$ cat config.mk
export PLATFORM = sky130hd
export DESIGN_NAME = avs_hram_test_master_flat
export DESIGN_NICKNAME = d
export VERILOG_FILES = /design/src/rtl/hram_test_pkg.sv /design/src/rtl/avs_hram_test_master_if.sv /design/src/rtl/hram_pattern_gen.sv /design/src/rtl/avs_hram_test_master.sv /design/src/flat_wrapper.sv
export SDC_FILE = /design/constraint.sdc
export NUM_CORES = 1
export LEC_CHECK = 0
export ABC_CLOCK_PERIOD_IN_PS = 6900
export BUFFER_PORTS_ARGS = -buffer_cell sky130_fd_sc_hd__buf_2
export CORE_UTILIZATION = 62
export CTS_BUF_LIST = sky130_fd_sc_hd__clkbuf_16
export CTS_CLUSTER_SIZE = 30
export DETAILED_ROUTE_END_ITERATION = 16
export PLACE_DENSITY = 0.86
export SYNTH_ARGS = -nofsm -noshare
export SYNTH_HDL_FRONTEND = slang
export SYNTH_SLANG_ARGS = --single-unit
$ cat constraint.sdc
create_clock -name clk -period 6.9 [get_ports clk]
set_input_delay 0.345 -clock clk [delete_from_list [all_inputs] [get_ports clk]]
set_output_delay 0.345 -clock clk [all_outputs]
set_load 0.02 [all_outputs]
$ cat src/rtl/hram_test_pkg.sv
// Shared definitions for the HyperRAM test master: FSM state codes,
// pattern-mode codes, LFSR constants and the LFSR step function.
package hram_test_pkg;

  localparam int unsigned DATA_W = 16;

  // FSM state codes
  typedef logic [2:0] state_t;
  localparam state_t ST_IDLE    = 3'd0;
  localparam state_t ST_WR      = 3'd1;
  localparam state_t ST_RD_REQ  = 3'd2;
  localparam state_t ST_RD_WAIT = 3'd3;
  localparam state_t ST_DONE    = 3'd4;

  // Pattern modes, selected by switches[1:0]
  typedef logic [1:0] pat_mode_t;
  localparam pat_mode_t PAT_ADDR  = 2'd0;
  localparam pat_mode_t PAT_INV   = 2'd1;
  localparam pat_mode_t PAT_WALK1 = 2'd2;
  localparam pat_mode_t PAT_LFSR  = 2'd3;

  // Galois LFSR x^16+x^14+x^13+x^11+1, right-shifting form
  localparam logic [DATA_W-1:0] LFSR_SEED = 16'hACE1;
  localparam logic [DATA_W-1:0] LFSR_TAPS = 16'hB400;

  function automatic logic [DATA_W-1:0] lfsr_next(input logic [DATA_W-1:0] s);
    return {1'b0, s[DATA_W-1:1]} ^ (s[0] ? LFSR_TAPS : {DATA_W{1'b0}});
  endfunction

endpackage

$ cat src/rtl/avs_hram_test_master_if.sv
// Avalon-MM bus between the test master and the HyperRAM converter.
//   address/read/write/writedata/byteenable : master -> slave
//   readdata/readdatavalid/waitrequest      : slave -> master
interface avs_hram_test_master_if
  import hram_test_pkg::*;
#(
  parameter int unsigned ADDR_W = 22
) ();

  logic [ADDR_W-1:0] address;
  logic              read;
  logic              write;
  logic [DATA_W-1:0] writedata;
  logic [1:0]        byteenable;
  logic [DATA_W-1:0] readdata;
  logic              readdatavalid;
  logic              waitrequest;

  modport master (
    output address, read, write, writedata, byteenable,
    input  readdata, readdatavalid, waitrequest
  );

  modport slave (
    input  address, read, write, writedata, byteenable,
    output readdata, readdatavalid, waitrequest
  );

endinterface

$ cat src/rtl/hram_pattern_gen.sv
// Test-pattern generator. Holds the pattern for the current word in a
// register; seed loads the pattern for word 0, step advances to the next
// word. The caller presents the mode and index that apply after the update.
//   clk, reset_n : clock, async active-low reset
//   mode         : pattern mode
//   index        : word offset the updated pattern is for
//   seed, step   : reload / advance strobes (seed wins)
//   pattern_q    : registered pattern for the current word
module hram_pattern_gen
  import hram_test_pkg::*;
(
  input  logic              clk,
  input  logic              reset_n,
  input  pat_mode_t         mode,
  input  logic [15:0]       index,
  input  logic              seed,
  input  logic              step,
  output logic [DATA_W-1:0] pattern_q
);

  logic [DATA_W-1:0] lfsr_q;
  logic [DATA_W-1:0] lfsr_d;
  logic [DATA_W-1:0] pattern_d;

  // Next LFSR value and the pattern it implies for the new index
  always_comb begin
    lfsr_d = lfsr_q;
    if (seed) begin
      lfsr_d = LFSR_SEED;
    end else if (step) begin
      lfsr_d = lfsr_next(lfsr_q);
    end
    case (mode)
      PAT_ADDR:  pattern_d = index;
      PAT_INV:   pattern_d = ~index;
      PAT_WALK1: pattern_d = DATA_W'(16'h0001) << index[3:0];
      default:   pattern_d = lfsr_d;
    endcase
  end

  always_ff @(posedge clk or negedge reset_n) begin
    if (!reset_n) begin
      lfsr_q    <= LFSR_SEED;
      pattern_q <= '0;
    end else if (seed || step) begin
      lfsr_q    <= lfsr_d;
      pattern_q <= pattern_d;
    end
  end

endmodule

$ cat src/rtl/avs_hram_test_master.sv
// Switch-driven Avalon-MM test master for the HyperRAM converter.
// A rising edge on switches[3] writes N_WORDS words of the selected pattern
// from BASE_ADDR, then reads them back one at a time and compares.
//   clk, reset_n   : clock, async active-low reset
//   switches       : [3] start (async level), [1:0] pattern mode
//   leds           : [0] busy, [1] done, [2] pass, [3] fail
//   avm            : Avalon-MM master port
//   err_count      : saturating mismatch count
//   first_err_addr : address of the first mismatch
//   timeout        : run aborted because the slave stalled too long
module avs_hram_test_master
  import hram_test_pkg::*;
#(
  parameter int unsigned ADDR_W         = 22,
  parameter int unsigned N_WORDS        = 256,
  parameter int unsigned BASE_ADDR      = 0,
  parameter int unsigned TIMEOUT_CYCLES = 1024
) (
  input  logic                           clk,
  input  logic                           reset_n,
  input  logic [3:0]                     switches,
  output logic [3:0]                     leds,
  avs_hram_test_master_if.master         avm,
  output logic [15:0]                    err_count,
  output logic [ADDR_W-1:0]              first_err_addr,
  output logic                           timeout
);

  localparam int unsigned IDX_W = (ADDR_W > 16) ? ADDR_W : 16;
  localparam int unsigned CNT_W = $clog2(TIMEOUT_CYCLES + 1);

  logic              sw_meta_q, sw_sync_q, sw_prev_q;
  logic              start_c;
  logic              sw_unused_c;

  state_t            state_q, state_d;
  logic [IDX_W-1:0]  index_q, index_d;
  logic [CNT_W-1:0]  cnt_q, cnt_d;
  pat_mode_t         mode_q, mode_d;
  logic [15:0]       err_q, err_d;
  logic [ADDR_W-1:0] ferr_q, ferr_d;
  logic              tmo_q, tmo_d;
  logic [3:0]        leds_q, leds_d;
  logic              write_q, write_d;
  logic              read_q, read_d;
  logic [ADDR_W-1:0] addr_q, addr_d;
  logic [1:0]        be_q, be_d;

  logic              seed_c, step_c, last_c, tmo_hit_c, busy_c, pass_c;
  logic [DATA_W-1:0] pattern_q;

  assign sw_unused_c = switches[2];

  // Two-flop synchronizer plus edge-detect history for the start switch
  always_ff @(posedge clk or negedge reset_n) begin
    if (!reset_n) begin
      sw_meta_q <= 1'b0;
      sw_sync_q <= 1'b0;
      sw_prev_q <= 1'b0;
    end else begin
      sw_meta_q <= switches[3];
      sw_sync_q <= sw_meta_q;
      sw_prev_q <= sw_sync_q;
    end
  end

  assign start_c   = sw_sync_q & ~sw_prev_q;
  assign last_c    = (index_q == IDX_W'(N_WORDS - 1));
  assign tmo_hit_c = (cnt_q == CNT_W'(TIMEOUT_CYCLES - 1));

  hram_pattern_gen u_pattern_gen (
    .clk       (clk),
    .reset_n   (reset_n),
    .mode      (mode_d),
    .index     (index_d[15:0]),
    .seed      (seed_c),
    .step      (step_c),
    .pattern_q (pattern_q)
  );

  // Next-state and registered-output logic
  always_comb begin
    state_d = state_q;
    index_d = index_q;
    cnt_d   = cnt_q;
    mode_d  = mode_q;
    err_d   = err_q;
    ferr_d  = ferr_q;
    tmo_d   = tmo_q;
    seed_c  = 1'b0;
    step_c  = 1'b0;

    case (state_q)
      ST_IDLE, ST_DONE: begin
        if (start_c) begin
          state_d = ST_WR;
          mode_d  = switches[1:0];
          index_d = '0;
          cnt_d   = '0;
          err_d   = '0;
          ferr_d  = '0;
          tmo_d   = 1'b0;
          seed_c  = 1'b1;
        end
      end

      ST_WR: begin
        cnt_d = cnt_q + CNT_W'(1);
        if (write_q && !avm.waitrequest) begin
          cnt_d = '0;
          if (last_c) begin
            // Rewind to word 0 for the read-back phase
            state_d = ST_RD_REQ;
            index_d = '0;
            seed_c  = 1'b1;
          end else begin
            index_d = index_q + IDX_W'(1);
            step_c  = 1'b1;
          end
        end else if (tmo_hit_c) begin
          state_d = ST_DONE;
          tmo_d   = 1'b1;
        end
      end

      ST_RD_REQ: begin
        cnt_d = cnt_q + CNT_W'(1);
        if (read_q && !avm.waitrequest) begin
          state_d = ST_RD_WAIT;
          cnt_d   = '0;
        end else if (tmo_hit_c) begin
          state_d = ST_DONE;
          tmo_d   = 1'b1;
        end
      end

      ST_RD_WAIT: begin
        cnt_d = cnt_q + CNT_W'(1);
        if (avm.readdatavalid) begin
          cnt_d = '0;
          if (avm.readdata != pattern_q) begin
            if (err_q == 16'h0000) begin
              ferr_d = addr_q;
            end
            if (err_q != 16'hFFFF) begin
              err_d = err_q + 16'd1;
            end
          end
          if (last_c) begin
            state_d = ST_DONE;
          end else begin
            state_d = ST_RD_REQ;
            index_d = index_q + IDX_W'(1);
            step_c  = 1'b1;
          end
        end else if (tmo_hit_c) begin
          state_d = ST_DONE;
          tmo_d   = 1'b1;
        end
      end

      default: state_d = ST_IDLE;
    endcase

    busy_c  = (state_d == ST_WR) || (state_d == ST_RD_REQ) || (state_d == ST_RD_WAIT);
    pass_c  = (err_d == 16'h0000) && !tmo_d;
    write_d = (state_d == ST_WR);
    read_d  = (state_d == ST_RD_REQ);
    be_d    = (write_d || read_d) ? 2'b11 : 2'b00;
    addr_d  = busy_c ? (ADDR_W'(BASE_ADDR) + index_d[ADDR_W-1:0]) : '0;
    leds_d  = {(state_d == ST_DONE) && !pass_c,
               (state_d == ST_DONE) && pass_c,
               (state_d == ST_DONE),
               busy_c};
  end

  always_ff @(posedge clk or negedge reset_n) begin
    if (!reset_n) begin
      state_q <= ST_IDLE;
      index_q <= '0;
      cnt_q   <= '0;
      mode_q  <= PAT_ADDR;
      err_q   <= '0;
      ferr_q  <= '0;
      tmo_q   <= 1'b0;
      leds_q  <= '0;
      write_q <= 1'b0;
      read_q  <= 1'b0;
      addr_q  <= '0;
      be_q    <= '0;
    end else begin
      state_q <= state_d;
      index_q <= index_d;
      cnt_q   <= cnt_d;
      mode_q  <= mode_d;
      err_q   <= err_d;
      ferr_q  <= ferr_d;
      tmo_q   <= tmo_d;
      leds_q  <= leds_d;
      write_q <= write_d;
      read_q  <= read_d;
      addr_q  <= addr_d;
      be_q    <= be_d;
    end
  end

  assign avm.address    = addr_q;
  assign avm.read       = read_q;
  assign avm.write      = write_q;
  assign avm.writedata  = pattern_q;
  assign avm.byteenable = be_q;
  assign leds           = leds_q;
  assign err_count      = err_q;
  assign first_err_addr = ferr_q;
  assign timeout        = tmo_q;

endmodule

$ cat src/flat_wrapper.sv
// flat-port wrapper written by rule: the top's interface ports become plain ports
module avs_hram_test_master_flat import hram_test_pkg::*;
#(
  parameter int unsigned ADDR_W         = 22,
  parameter int unsigned N_WORDS        = 256,
  parameter int unsigned BASE_ADDR      = 0,
  parameter int unsigned TIMEOUT_CYCLES = 1024
)
  (clk, reset_n, switches, leds, err_count, first_err_addr, timeout, avm_address, avm_read, avm_write, avm_writedata, avm_byteenable, avm_readdata, avm_readdatavalid, avm_waitrequest);
  avs_hram_test_master_if #(.ADDR_W(ADDR_W)) avm_i ();
  input  logic clk;
  input  logic reset_n;
  input  logic [3:0] switches;
  output logic [3:0] leds;
  output logic [15:0] err_count;
  output logic [ADDR_W-1:0] first_err_addr;
  output logic timeout;
  output wire logic [$bits(avm_i.address)-1:0] avm_address;
  output wire logic [$bits(avm_i.read)-1:0] avm_read;
  output wire logic [$bits(avm_i.write)-1:0] avm_write;
  output wire logic [$bits(avm_i.writedata)-1:0] avm_writedata;
  output wire logic [$bits(avm_i.byteenable)-1:0] avm_byteenable;
  input wire logic [$bits(avm_i.readdata)-1:0] avm_readdata;
  input wire logic [$bits(avm_i.readdatavalid)-1:0] avm_readdatavalid;
  input wire logic [$bits(avm_i.waitrequest)-1:0] avm_waitrequest;
  assign avm_address = avm_i.address;
  assign avm_read = avm_i.read;
  assign avm_write = avm_i.write;
  assign avm_writedata = avm_i.writedata;
  assign avm_byteenable = avm_i.byteenable;
  assign avm_i.readdata = avm_readdata;
  assign avm_i.readdatavalid = avm_readdatavalid;
  assign avm_i.waitrequest = avm_waitrequest;
  avs_hram_test_master #(.ADDR_W(ADDR_W), .N_WORDS(N_WORDS), .BASE_ADDR(BASE_ADDR), .TIMEOUT_CYCLES(TIMEOUT_CYCLES)) u_core (.clk(clk), .reset_n(reset_n), .switches(switches), .leds(leds), .avm(avm_i), .err_count(err_count), .first_err_addr(first_err_addr), .timeout(timeout));
endmodule
==> summary.md <==
| Metric | Value |
|---|---|
| Pwr dens | about 320 nW/um^2 |
| WP data required | 7.20 ns |
| Post-CTS sizing | 0 |
| Number of library cell types mapped by synthesis | 86 |
| Synth top area share | 45.4% |
| Worst-path clk slew | 0.06 ns |
| Seq/Total Area, Yosys | 48.3% |
| Post-DP HPWL | 14.4 mm |
| CTS tree | done |
| Rows | 39 |
| Starting Density | between 60% and 70% |
| Die span in x | 111 um |
| CP endpoint kind | flop |
| Wire per inst | 20.2 um |
| Number of synthesized flops with an enable pin | 0 |
| Comb pwr share | 25.3% |
| Clock power frac | 34.8% |
| Share of flip-flops with an asynchronous set or reset | 100% |
| Post-CTS setup buffer count | 0 |
| Count leader, synth | dfrtp_1 |
| Synth Cell Area | 7320 sq um |
| Placed Instances | 992 |
| Boundary pin count | 109 |
| Fin. max-slew vios | 0 |
| Commonest cells in the synthesized netlist | dfrtp_1 (133), nand2_1 (99), nor2_1 (71), o21ai_0 (40), a21oi_1 (35) |
| Via density | 6.58 |
| CTS buffer count | 17 |
| Clock tree buffer depth | 2 |
| Gpl congestion | 0.953 |
| Max-slew headroom | 25.0% |
| Final setup violating endpoints | 0 |
| CTS Hold Bufs | 1 |
| Share of layout cells above drive strength 1 | 21.3% |
| Synth top area cells | dfrtp_1 (45%), nand2_1 (5.1%), nor2_1 (3.6%) |
| Outcome | complete, no violations |
| Setup TNS Final | 0 ns |
| Cells after Synth | ~770 |
| Cells on worst reg2reg path | 8 |
| Clock Latency Late Sink | 0.43 ns |
| Core outline area | 11,500 sq um |
| Seq pwr share | 39.8% |
| Final net count | roughly 900 |
| Hold Path Origin | switches[3] |
| Compound-cell area share of the yosys netlist | roughly 20% |
| Final Total Pwr | 2.72 mW |
| CP startpoint kind | flop |
| Hold_ws | between 0.03 and 0.04 ns |
| Most used DFF post-synth | dfrtp_1 |
| Main combinational cell family by area after synthesis | simple AND/OR/NAND/NOR gates |
| Clock sinks | 141 |
| Synthesis warning total | 0 |
| Least-Margin Pin Slew | roughly 1.1 ns |
| Finished Layout Cells | 1,026 |
| Critical R2R Capture | u_core.u_pattern_gen.pattern_q[15] |
| Syn Nets | between 800 and 900 |
| GRT Util Overall | 34.9% |
| Via count | a little under 7,000 |
| Cell-internal power | 1.78 mW |
| RSZ-0062 raised after global routing | no |
| Fmax | approximately 280 MHz |
| # DRC | 0 |
| Antenna-violating nets left | 0 |
| Avg Inst Size Synth | 9.46 sq um |
| Period utilization | 51.9% |
| Synth Area in XOR/XNOR | 3.83% |
| Lkg Pwr | between 3 and 4 nW |
| Post-synth top area cell | dfrtp_1 |
| Maximum capacitance violations | 0 |
| Post-synthesis mux area share | 0.837% |
| H-tree levels | 4 |
| Adder-Cell Fraction of Synth Area | 0.854% |
| Starting DRT DRC Count | 786 |
| CP Max Fanout | 18 |
| Antenna violations before repair | 1 |
| Critical path class | reg2reg |
| Number of global-route vias before repair | 6,489 |
| Post-synthesis simple-gate area fraction | 22.3% |
| Critical path arrival | 3.89 ns |
| Die area | 12,300 sq um |
| Fillers | 813 |
| Worst R2R Start | u_core.state_q[1] |
| Final min period | approximately 3.6 ns |
| First-pass GRT wire length | 33.4 mm |
| P&R area growth vs syn | 16.7% |
| Total wire length | 20.8 mm |
| PortBufs | about 110 |
| Die height | 111 um |
| Max VDD drop | 0.288 mV |
| Final Hold Viols | 0 |
| Root Driver | clkbuf_16 |
| Clock skew | 0.0153 ns |
| Drt pass-1 iters | 5 |
| Cell depth of the worst min-delay path | 1 |
| Worst Hold Path EP | u_core.sw_meta_q |
| Largest net degree at the start of global routing | 80 |
| Placed cell area | between 7000 and 8000 sq um |
| FF-to-FF setup slack | 3.32 ns |
| Psw | 948 uW |
| Sw frac | 34.8% |
| HP Class | in2reg |
| Number of synthesized register bits | 141 |
| Grt ovf | 0 |
| Final instance area | 8550 sq um |
[layout make-up]
| cell class | count | area [sq um] | area share (%) |
|---|---|---|---|
| flip-flops and latches | 141 | 3540 | 41.4 |
| multi-input cells | 571 | 3520 | 41.2 |
| repair buffers | 116 | 612 | 7.16 |
| clock buffers | 17 | 425 | 4.98 |
| clock inverters | 15 | 184 | 2.15 |
| well taps | 143 | 179 | 2.09 |
| inverters | 22 | 85.1 | 0.995 |
| diodes | 1 | 2.50 | 0.0293 |
[through the flow]
| step | setup slack (ns) | utilization, % |
|---|---|---|
| after floorplan | 4.18 | - |
| after global placement | 3.55 | 69.1 |
| after detailed placement | 3.43 | 69.1 |
| after CTS | 3.36 | 74.5 |
| after global routing | 3.18 | 74.5 |
| final | 3.32 | 74.5 |
[registers in the layout, indices dropped and copies added, names as in the netlist, 2 cells and up]
register,cells
u_core.cnt_q,11
u_core.leds,4
u_core.u_pattern_gen.lfsr_q,16
u_core.err_count,16
u_core.u_pattern_gen.pattern_q,16
u_core.index_q,22
u_core.avm.address,22
u_core.first_err_addr,22
u_core.mode_q,2
u_core.state_q,3
[logic make-up (layout without fill, tap and decap cells)]
family,after synthesis,count (layout)
and+or+nand+nor,321,321
other,0,1
adders and majority gates,5,5
xor gates and xnor gates,32,32
DFF,141,141
muxes,6,6
buffers and inverters,62,170
AOI/OAI and AO/OA,207,207
[layer usage]
layer  part of all wire [%]  up-vias  global-route usage, %
li1                       -     3015                      -
met5                      0        -                      0
met1                     42     3254                   46.9
met3                    8.4       72                   8.31
met4                    3.4        0                   15.6
met2                     46      408                   54.0
[power by group through the flow]
stage	Clock [mW]	Combinational, mW	Sequential [mW]
after global placement	0	0.665	1.08
final	0.949	0.690	1.08
after CTS	0.955	0.684	1.08
after global routing	0.990	0.749	1.10
after floorplan	0	0.425	1.13
after detailed placement	0	0.679	1.09
[critical path: stages (launching register included)]
cell and delay, ns:
dfrtp_1 0.50, or4b_4 0.72, nand2_1 0.12, and2_1 0.64, inv_1 0.44, a311oi_1 0.46, xnor2_1 0.20, o21ai_0 0.14
a22o_1 0.23
[layout by cell type (no fill, tap or decap), drive strengths merged, types with 4 or more instances in the layout]
cell,count
nor4,17
and2,22
a21o,4
and3,12
buf,115
o31ai,14
inv,29
o21ai,45
dfstp,8
nand2b,9
or4,6
ha,5
a22o,25
or2,6
o211ai,7
a21boi,4
nor2,74
nor3,9
nand4,17
clkbuf,17
dfrtp,133
xnor2,29
o22ai,7
a21oi,36
nand2,101
a31oi,21
and4,4
o21a,4
mux2i,5
nand3,28
[worst max-delay path by stage]
stage | from | end | slack [ns] | depth (start not counted)
2_1_floorplan | u_core.index_q[0] | u_core.u_pattern_gen.pattern_q[6] | 4.18 | 11
3_3_place_gp | u_core.state_q[1] | u_core.u_pattern_gen.pattern_q[15] | 3.55 | 8
3_5_place_dp | u_core.state_q[1] | u_core.u_pattern_gen.pattern_q[15] | 3.43 | 8
4_1_cts | u_core.state_q[1] | u_core.u_pattern_gen.pattern_q[15] | 3.36 | 8
5_1_grt | u_core.state_q[1] | u_core.u_pattern_gen.pattern_q[15] | 3.18 | 8
6_report | u_core.state_q[1] | u_core.u_pattern_gen.pattern_q[15] | 3.32 | 8
No activity file was read; power rests on OpenSTA's default activity.
